[src/rtl/popcount_frame_sched.sv]
`default_nettype none
// +--------------------------------------------------------------------+
// | popcount_frame_sched: issue sequencer and per-frame accumulator    |
// | for a fixed-latency 16-input popcount core.       Revision: 1.0    |
// +--------------------------------------------------------------------+
module popcount_frame_sched #(
  parameter int LAT        = 4,
  parameter int SUMW       = 12,
  parameter int FIFO_DEPTH = 4
) (
  input  logic            clk,
  input  logic            rst,
  input  logic            in_valid,
  output logic            in_ready,
  input  logic [15:0]     in_data,
  input  logic            in_last,
  input  logic            flush,
  output logic [15:0]     pc_x,
  input  logic [4:0]      pc_y,
  output logic            out_valid,
  input  logic            out_ready,
  output logic [SUMW-1:0] out_sum,
  output logic [7:0]      out_words,
  output logic [1:0]      out_flags,
  output logic            busy
);

  localparam int C_AW = $clog2(FIFO_DEPTH);
  localparam int C_CW = C_AW + 1;
  localparam int C_OW = $clog2(FIFO_DEPTH + LAT + 3);
  localparam int C_EW = SUMW + 8 + 2;
  localparam logic [SUMW-1:0] C_SUM_MAX   = '1;
  localparam logic [7:0]      C_WORDS_MAX = 8'hFF;

  typedef enum logic [1:0] {
    RUN   = 2'd0,
    DRAIN = 2'd1,
    EMIT  = 2'd2
  } state_t;

  state_t          r_state, w_state_nx;
  logic            r_live;
  logic            r_x_v, r_x_last;
  logic [LAT-1:0]  r_tag_v, r_tag_last;
  logic [SUMW-1:0] r_sum;
  logic [7:0]      r_words;
  logic            r_sat;
  logic [C_EW-1:0] r_mem [FIFO_DEPTH];
  logic [C_AW-1:0] r_wr_ptr, r_rd_ptr;
  logic [C_CW-1:0] r_count;

  logic            w_accept, w_any_v, w_tail_v, w_tail_last;
  logic            w_emit, w_emit_push, w_tail_push, w_push, w_pop;
  logic [SUMW:0]   w_add;
  logic [SUMW-1:0] w_sum_nx;
  logic [7:0]      w_words_nx;
  logic            w_sat_nx;
  logic [C_EW-1:0] w_push_data, w_head;
  logic [C_OW-1:0] w_open;

  assign w_tail_v    = r_tag_v[LAT-1];
  assign w_tail_last = r_tag_last[LAT-1];
  assign w_any_v     = r_x_v | (|r_tag_v);
  assign busy        = w_any_v | (r_state != RUN);

  // Every frame that will eventually need a FIFO slot holds a credit from
  // the moment its closing word issues (or a flush starts) until popped.
  always_comb begin
    w_open = C_OW'(r_count) + C_OW'(r_x_last) + C_OW'(r_state != RUN);
    for (int i = 0; i < LAT; i++) begin
      w_open = w_open + C_OW'(r_tag_last[i]);
    end
  end

  assign in_ready = r_live & (r_state == RUN) & ~flush & (w_open < C_OW'(FIFO_DEPTH));
  assign w_accept = in_valid & in_ready;

  always_ff @(posedge clk or posedge rst) begin
    if (rst) begin
      r_live   <= 1'b0;
      r_x_v    <= 1'b0;
      r_x_last <= 1'b0;
      pc_x     <= '0;
    end else begin
      r_live   <= 1'b1;
      r_x_v    <= w_accept;
      r_x_last <= w_accept & in_last;
      pc_x     <= w_accept ? in_data : 16'h0000;
    end
  end

  // Tag pipeline runs alongside the core so the tail lines up with pc_y.
  generate
    if (LAT == 1) begin : g_tag_lat1
      always_ff @(posedge clk or posedge rst) begin
        if (rst) begin
          r_tag_v    <= '0;
          r_tag_last <= '0;
        end else begin
          r_tag_v    <= r_x_v;
          r_tag_last <= r_x_last;
        end
      end
    end else begin : g_tag_latn
      always_ff @(posedge clk or posedge rst) begin
        if (rst) begin
          r_tag_v    <= '0;
          r_tag_last <= '0;
        end else begin
          r_tag_v    <= {r_tag_v[LAT-2:0], r_x_v};
          r_tag_last <= {r_tag_last[LAT-2:0], r_x_last};
        end
      end
    end
  endgenerate

  assign w_add      = {1'b0, r_sum} + (SUMW+1)'(pc_y);
  assign w_sum_nx   = w_add[SUMW] ? C_SUM_MAX : w_add[SUMW-1:0];
  assign w_sat_nx   = r_sat | w_add[SUMW];
  assign w_words_nx = (r_words == C_WORDS_MAX) ? r_words : r_words + 8'd1;

  always_comb begin
    w_state_nx  = r_state;
    w_emit      = 1'b0;
    w_emit_push = 1'b0;
    case (r_state)
      RUN:     if (flush) w_state_nx = DRAIN;
      DRAIN:   if (!w_any_v) w_state_nx = EMIT;
      EMIT: begin
        w_emit      = 1'b1;
        w_emit_push = (r_words != 8'd0);
        w_state_nx  = RUN;
      end
      default: w_state_nx = RUN;
    endcase
  end

  always_ff @(posedge clk or posedge rst) begin
    if (rst) r_state <= RUN;
    else     r_state <= w_state_nx;
  end

  always_ff @(posedge clk or posedge rst) begin
    if (rst) begin
      r_sum   <= '0;
      r_words <= '0;
      r_sat   <= 1'b0;
    end else if (w_tail_v && w_tail_last) begin
      r_sum   <= '0;
      r_words <= '0;
      r_sat   <= 1'b0;
    end else if (w_tail_v) begin
      r_sum   <= w_sum_nx;
      r_words <= w_words_nx;
      r_sat   <= w_sat_nx;
    end else if (w_emit) begin
      r_sum   <= '0;
      r_words <= '0;
      r_sat   <= 1'b0;
    end
  end

  assign w_tail_push = w_tail_v & w_tail_last;
  assign w_push      = w_tail_push | w_emit_push;
  assign w_push_data = w_tail_push ? {w_sum_nx, w_words_nx, w_sat_nx, 1'b0}
                                   : {r_sum, r_words, r_sat, 1'b1};
  assign w_pop       = out_valid & out_ready;

  always_ff @(posedge clk) begin
    if (w_push) r_mem[r_wr_ptr] <= w_push_data;
  end

  always_ff @(posedge clk or posedge rst) begin
    if (rst) begin
      r_wr_ptr <= '0;
      r_rd_ptr <= '0;
      r_count  <= '0;
    end else begin
      if (w_push) r_wr_ptr <= r_wr_ptr + C_AW'(1);
      if (w_pop)  r_rd_ptr <= r_rd_ptr + C_AW'(1);
      r_count <= r_count + C_CW'(w_push) - C_CW'(w_pop);
    end
  end

  assign w_head    = r_mem[r_rd_ptr];
  assign out_valid = (r_count != '0);
  assign out_sum   = out_valid ? w_head[C_EW-1 -: SUMW] : '0;
  assign out_words = out_valid ? w_head[9:2] : '0;
  assign out_flags = out_valid ? w_head[1:0] : '0;

endmodule
`default_nettype wire

[config.mk]
export PLATFORM = sky130hd
export DESIGN_NAME = popcount_frame_sched
export DESIGN_NICKNAME = d
export VERILOG_FILES = /design/src/rtl/popcount_frame_sched.sv
export SDC_FILE = /design/constraint.sdc
export NUM_CORES = 1
export LEC_CHECK = 0
export CAP_MARGIN = 15
export CORE_MARGIN = 1
export CORE_UTILIZATION = 35
export DETAILED_ROUTE_END_ITERATION = 8
export SLEW_MARGIN = 20
export SYNTH_ARGS = -nofsm -noshare
export SYNTH_HDL_FRONTEND = slang
export SYNTH_SLANG_ARGS = --single-unit
[constraint.sdc]
create_clock -name clk -period 4.2 [get_ports clk]
set_clock_uncertainty 0.05 [all_clocks]
set_input_delay 0.84 -clock clk [delete_from_list [all_inputs] [get_ports clk]]
set_output_delay 0.84 -clock clk [all_outputs]
set_load 0.1 [all_outputs]
* Word level (Yosys, flattened, before mapping)
Memory sizes are Yosys's and may differ from the RTL's. Cells that the tools add are included.
Cells by class: $add $sub $neg 12, order comparisons 1, equality and inequality tests 5, mux-type cells 23, bitwise operators 12, reduce and logical (&&, ||, !) cells 8
Operators by type and width (count):
- two-way mux 12 bit | 5
- two-way mux 8 bit | 5
- two-way mux 22 bit | 1
- adder 4 x 1 -> 4 bit | 5
- two-way mux 16 bit | 1
- adder 12 x 5 -> 13 bit | 1
- adder 8 x 1 -> 8 bit (second input constant) | 1
- equality test 8 bit (second input constant) | 1
- nonzero test 8 bit | 1
- bitwise AND 1 bit | 7
- two-way mux 1 bit | 7
- two-way mux 2 bit | 3
- nonzero test 3 bit | 2
- adder 2 x 1 -> 2 bit (second input constant) | 2
- adder 3 x 1 -> 4 bit | 1
- < comparator 4 x 3 -> 1 bit (second input constant) | 1
- inequality test 2 bit (second input constant) | 2
- bitwise OR 1 bit | 4
- case mux 2 bit (2 select lines) | 1
- OR reduction 4 bit | 1
- adder 3 x 1 -> 3 bit | 1
- subtractor 3 x 1 -> 3 bit | 1
- equality test 2 x 1 -> 1 bit (second input constant) | 1
- equality test 2 bit (second input constant) | 1
- 5 further kinds | 5
Word-level totals: register bits 57, RAM bits 88, input bits 27, output and inout bits 41, memories kept 1
Memory list:
- r_mem | depth 4, bits a word 22, rd ports 1, clocked after Yosys merged registers in 0, wr ports 1, line 48 | logic [C_EW-1:0] r_mem [FIFO_DEPTH];

* Depth between registers and ports, before layout
Gate-level depths: netlist (run 1).
depth after elaboration 10, depth in mapped cells 11, depth with buffers taken out 11

* Least setup slack after synthesis (run 1)
Ideal clock, no wire load.
path kind register -> output, start point reg r_x_last, end point out in_ready, arrival time 2568 ps, required time 3310 ps, slack 742 ps, cell stages (with the launch flop) 10, buffers on the path 1, cells stage by stage dfrtp_1 fa_1 inv_1 fa_1 inv_1 ha_1 a21oi_1 o21ai_1 nor4b_4 buf_6
Between the ends: cells in the longest elaborated chain, start to end 8
RTL lines:
- from (decl) | line 43 | logic r_x_v, r_x_last;
- from (signal assigned) | line 87 | r_x_last <= w_accept & in_last;
- adder 3 x 1 -> 4 bit | line 69 | w_open = C_OW'(r_count) + C_OW'(r_x_last) + C_OW'(r_state != RUN);
- adder 4 x 1 -> 4 bit | line 69
- adder 4 x 1 -> 4 bit (4 in a row) | line 71 | w_open = w_open + C_OW'(r_tag_last[i]);
- < comparator 4 x 3 -> 1 bit | line 75 | assign in_ready = r_live & (r_state == RUN) & ~flush & (w_open < C_OW'(FIFO_DEPTH));
- bitwise AND 1 bit | line 75
- to (decl) | line 14 | output logic in_ready,
Every way passes these cells.

* Worst setup path in the final report (run 1)
Ends and elaborated chain as after synthesis.

==> flow_metrics.tcl, run 1 <==
set metrics [dict create \
    rr_worst_depth 10 \
    cts_inserted_buffers 17 \
    synth_fp_nets 509 \
    relSlewSlack 0.293 \
    synth_warnings 0 \
    peakVddDrop_mv 0.583 \
    finalCritPeriodShare 0.907 \
    numClockSinks 145 \
    setup_tns_ns 0 \
    antenna_cells 0 \
    tightest_slew_ns 1.06 \
    areaGrowthSynthToFinish_pct 21.7 \
    synth_area_leaders "edfxtp_1 (41%), dfrtp_1 (22%), mux4_2 (7.7%)" \
    max_stage_delay_ns 0.53 \
    yosys.area.top_type_share 0.411 \
    synth.lib_cells_used.distinct 51 \
    path_cells "fa_1 -> inv_1 -> fa_1 -> inv_1 -> ha_1 -> a21oi_1 -> o21ai_1 -> nor4b_4 -> buf_12" \
    place_hpwl_mm 8.47 \
    worstHoldStart "r_tag_v[2]" \
    io_buffers 67 \
    avgSynthCellArea_um2 14.0 \
    crit_type "reg2out" \
    hold_viol 0 \
    routed_via_density 5.11 \
    fmaxAchievable_mhz 263 \
    min_period_ns 3.81 \
    cts_hold_buf 0 \
    p_leak_nw 3.08 \
    drive_gt1_frac 0.179 \
    holdPathEnd "r_tag_v[3]" \
    seq_area_um2 4070 \
    first_pass_iters 5 \
    fin_util 0.436 \
    grt_usage 0.151 \
    status "finished, final reports clean" \
    powerDensity_nw_per_um2 710 \
    clk_path_buf_depth 2 \
    post_cts_buffers 0 \
    crit_path_start_kind "register" \
    fin_ws_ns 0.392 \
    ys.flop_type "edfxtp_1" \
    yosysTopAreaCell "edfxtp_1" \
    drc 0 \
    rrSetupSlack_ns 1.35 \
    overflow 0 \
    cp_max_fo 2 \
    worst_path_max_delay_cell "fa_1" \
    post-place-ws_ns 0.593 \
    required_ns 3.31 \
    min_path_cells 0 \
    worstPathArrival_ns 2.92 \
    hp-class "reg2reg" \
    gp_congestion 0.781 \
    slew_violations 0 \
    htreeDepth 4 \
    wire_per_inst_um 16.8 \
    clk_pin_slew_ns 0.05 \
    end_kind "primary output" \
    multi_input_area_um2 2180 \
    clk_latency_ns 0.41 \
    grt_pass1_wl_mm 20.9 \
    worstReg2RegStart "r_x_last" \
    cts_tree "yes" \
    grt_pass1_vias 4042 \
    total_power_mw 5.55 \
    drtIter0Drc 286 \
    post-synth-top-count-cell "edfxtp_1" \
    grt_setup_unrepaired "no" \
    dieHeight_um 138 \
    yosysSeqAreaShare 0.633 \
    start_util 0.358 \
    cts_root_buf "clkbuf_16" \
    grt_max_degree 41 \
    async_flop_share 0.393 \
    dieArea_um2 18900 \
    cp_num_buf_inv 3 \
    syn_inst 461 \
    cts-resized-gates 0 \
    pin_count 68 \
    chipWidth_um 138 \
    cp_top_family "adder cells" \
    syn_area_um2 6430 \
    r2r-end "pc_x[5]" \
    synth_enable_flop_cells 88 \
    setup_viol 0 \
    row_count 49 \
    drv_cap 0 \
    postRouteAntennaNets 0 \
    nets 578 \
    dr_total_vias 3940 \
    synth.top_cells.by_count "edfxtp_1 (88), dfrtp_1 (57), a21oi_1 (29), and2_1 (27)" \
    antenna_found_initial 0 \
    final.fill_count 1617 \
    core-area_um2 18000 \
    wirelength_mm 13.0 \
    synth_seq_cells 145 \
]
## metrics by stage
step / cell area (µm²) / hold slack (ns) / std cells
3_5_place_dp: 7300 / 0.307 / 740
5_1_grt: 7820 / 0.338 / 771
2_1_floorplan: 6430 / 0.296 / 461
3_3_place_gp: 7290 / 0.306 / 740
6_report: 7820 / 0.315 / 771
4_1_cts: 7820 / 0.320 / 771
## flip-flops by register name, indices dropped and copies added, names as in the netlist, 2 cells and up
register    cells
pc_x           16
r_count         3
r_mem          88
r_rd_ptr        2
r_state         2
r_sum          12
r_tag_last      4
r_tag_v         4
r_words         8
r_wr_ptr        2
## per-layer routing
layer	vias up	routed length (µm)	global-route usage	part of all wire
met1	1954	5880	0.188	0.45
li1	1841	-	-	-
met4	0	219	0.0629	0.017
met5	-	0	0	0
met2	129	6040	0.244	0.47
met3	16	822	0.0427	0.063
## cell families (layout without fill, tap and decap cells)
kind of cell	Yosys count	count (layout)	share of synthesized area
flip-flops	145	145	0.633
AND/OR/NAND/NOR	128	128	0.111
AO/OA/AOI/OAI	84	84	0.0811
buffers and inverters	45	126	0.0302
multiplexers	26	26	0.0840
adder cells (fa/ha/maj)	21	21	0.0455
XOR/XNOR	11	11	0.0150
other	1	1	0.000583
## worst reg2reg max path, cell delays in order, from the launching register on
cell     delay (ns)
dfrtp_1        0.40
fa_1           0.53
inv_1          0.04
fa_1           0.47
inv_1          0.04
ha_1           0.26
a21oi_1        0.14
o21ai_1        0.11
nor4b_4        0.31
buf_4          0.26
and3_1         0.18
## power by group
group	internal, mW	leakage, nW	total (mW)	switching (mW)
Combinational	0.690	1.22	2.44	1.75
Sequential	1.66	1.60	1.78	0.115
Clock	0.801	0.257	1.33	0.533
Total	3.15	3.08	5.55	2.40
## worst max-delay path by stage
stage                   from            to  depth (start not counted)  slack, ns
detailed placement   pc_y[0]  r_mem[2][12]                          8       0.59
floorplan           r_x_last      in_ready                          9       0.74
finish              r_x_last      in_ready                          9       0.39
CTS                 r_x_last      in_ready                          9       0.36
global placement     pc_y[0]  r_mem[0][16]                          8       0.73
global route        r_x_last      in_ready                          9       0.30
## area by class of cell
cell class | instances | area share
inverters | 20 | 0.00960
clock inverters | 12 | 0.0122
clock buffers | 19 | 0.0553
well taps | 229 | 0.0366
repair buffers | 75 | 0.0873
flip-flops and latches | 145 | 0.520
multi-input cells | 271 | 0.279
## cell usage in the layout (no fill, tap or decap), drive strengths merged, types with 8 or more instances in the layout
cell type	n
a31oi	9
a21oi	29
clkdlybuf4s50	43
edfxtp	88
nor2	20
buf	32
clkbuf	19
and2	27
inv	20
ha	17
dfrtp	57
mux4	22
nand3	8
and3	20
clkinv	9
nand2	24
o21ai	25
No activity file was read; power rests on OpenSTA's default activity.
==> run 2, diff against run 1 <==
==> constraint.sdc (replaced) <==
create_clock -name clk -period 4 [get_ports clk]
set_clock_uncertainty 0.05 [all_clocks]
set_input_delay 0.8 -clock clk [delete_from_list [all_inputs] [get_ports clk]]
set_output_delay 0.8 -clock clk [all_outputs]
set_load 0.1 [all_outputs]
==> flow_metrics.tcl, run 2 (synthesis gave the netlist of run 1 again) <==
set metrics [dict create \
    relSlewSlack 0.278 \
    post-place-ws_ns 0.450 \
    grt_pass1_vias 4022 \
    powerDensity_nw_per_um2 763 \
    core-area_um2 18000 \
    reg.largest.list "r_mem: 88 flops, pc_x: 16 flops, r_sum: 12 flops" \
    hold_viol 0 \
    cp_max_fo 2 \
    setup_tns_ns 0 \
    status "finished, final reports clean" \
    min_period_ns 3.78 \
    cts_inserted_buffers 17 \
    layout_common_cells "edfxtp_1 (88), dfrtp_1 (57), clkdlybuf4s50_1 (43)" \
    crit_path_start_kind "register" \
    crit_type "reg2out" \
    cts-resized-gates 0 \
    row_count 49 \
    nets 578 \
    worstPathArrival_ns 2.93 \
    end_kind "primary output" \
    antenna_cells 0 \
    start_util 0.358 \
    fin_ws_ns 0.218 \
    place_hpwl_mm 8.41 \
    multi_input_area_um2 2180 \
    final_area_um2 7910 \
    largest_reg_flops 88 \
    areaGrowthSynthToFinish_pct 22.9 \
    drc 0 \
    first_pass_iters 4 \
    numClockSinks 145 \
    hp-class "reg2reg" \
    overflow 0 \
    wire_per_inst_um 16.8 \
    cts_root_buf "clkbuf_16" \
    dr_total_vias 3970 \
    final.fill_count 1614 \
    pin_count 68 \
    tightest_slew_ns 1.08 \
    grt_setup_unrepaired "no" \
    cts_tree "yes" \
    htreeDepth 4 \
    antenna_found_initial 0 \
    gp_congestion 0.789 \
    dieHeight_um 138 \
    finalCritPeriodShare 0.946 \
    clk_latency_ns 0.42 \
    postRouteAntennaNets 0 \
    clk_path_buf_depth 2 \
    dieArea_um2 18900 \
    required_ns 3.15 \
    post_cts_buffers 0 \
    drv_cap 0 \
    cts_hold_buf 0 \
    seq_area_um2 4070 \
    grt_pass1_wl_mm 21.2 \
    placed_area_um2 7310 \
    p_leak_nw 3.11 \
    total_power_mw 6.04 \
    drive_gt1_frac 0.186 \
    io_buffers 67 \
    layout_commonest_cell "edfxtp_1" \
    slew_violations 0 \
    top_register "r_mem" \
    grt_usage 0.153 \
    chipWidth_um 138 \
    wirelength_mm 13.0 \
    setup_viol 0 \
    peakVddDrop_mv 0.598 \
    routed_via_density 5.14 \
    fmaxAchievable_mhz 264 \
    clk_pin_slew_ns 0.06 \
    grt_max_degree 41 \
    drtIter0Drc 215 \
]
==> run 2: cell count changes in the layout (fill, tap and decap cells not counted), moves of 2 or more <==
cell,before,now
inv_8,0,3
clkinv_2,5,0
inv_6,0,6
clkinv_4,2,0
clkinv_1,2,0
==> run 2: worst max-delay path, cell delays in order, from the launching register on <==
cell and delay (ns):
dfrtp_1 0.39, fa_1 0.54, inv_1 0.05, fa_1 0.47, inv_1 0.05, ha_1 0.26
a21oi_1 0.13, o21ai_1 0.11, nor4b_4 0.31, buf_12 0.22
==> run 2: final timing paths <==
check | slack (ns) | endpoint | depth (start not counted) | start
max | 0.22 | in_ready | 9 | r_x_last
min | 0.32 | r_tag_v[0] | 0 | r_x_v
max reg2reg | 1.15 | pc_x[10] | 10 | r_x_last
min reg2reg | 0.32 | r_tag_v[0] | 0 | r_x_v
max in group asynchronous | 2.42 | r_rd_ptr[1] | 3 | rst
min in group asynchronous | 0.62 | pc_x[3] | 2 | rst
==> run 2: cell type report <==
cell class / instances / area share
Sequential cell: 145 / 0.515
Multi-Input combinational cell: 271 / 0.276
Timing Repair Buffer: 75 / 0.0880
Clock buffer: 18 / 0.0543
Tap cell: 229 / 0.0362
Clock inverter: 14 / 0.0214
Inverter: 20 / 0.00950
==> run 2: where the power goes <==
group	internal (mW)	switching, mW	total (mW)
registers	1.74	0.124	1.87
logic	0.738	1.84	2.57
clock network	0.942	0.652	1.59
==> run 2: layer usage <==
metal / vias to the layer above / share of wire / GRT usage
met1: 1965 / 0.44 / 0.194
li1: 1852 / - / -
met5: - / 0 / 0
met2: 137 / 0.47 / 0.244
met3: 16 / 0.069 / 0.0489
met4: 0 / 0.013 / 0.0592
==> run 2: stage by stage <==
step / util / instances / hold WS (ns)
final: 0.440 / 772 / 0.318
after floorplan: - / 461 / 0.296
after CTS: 0.440 / 772 / 0.320
after detailed placement: 0.407 / 740 / 0.307
after global routing: 0.440 / 772 / 0.337
after global placement: 0.407 / 740 / 0.306
==> run 3, diff against run 2 <==
--- a/config.mk
+++ b/config.mk
@@ -6,7 +6,6 @@
 export NUM_CORES = 1
 export LEC_CHECK = 0
 export CAP_MARGIN = 15
-export CORE_MARGIN = 1
 export CORE_UTILIZATION = 35
 export DETAILED_ROUTE_END_ITERATION = 8
 export SLEW_MARGIN = 20
==> results of run 3 <==
Final layout, timing and power as in run 2 (identical DEF).
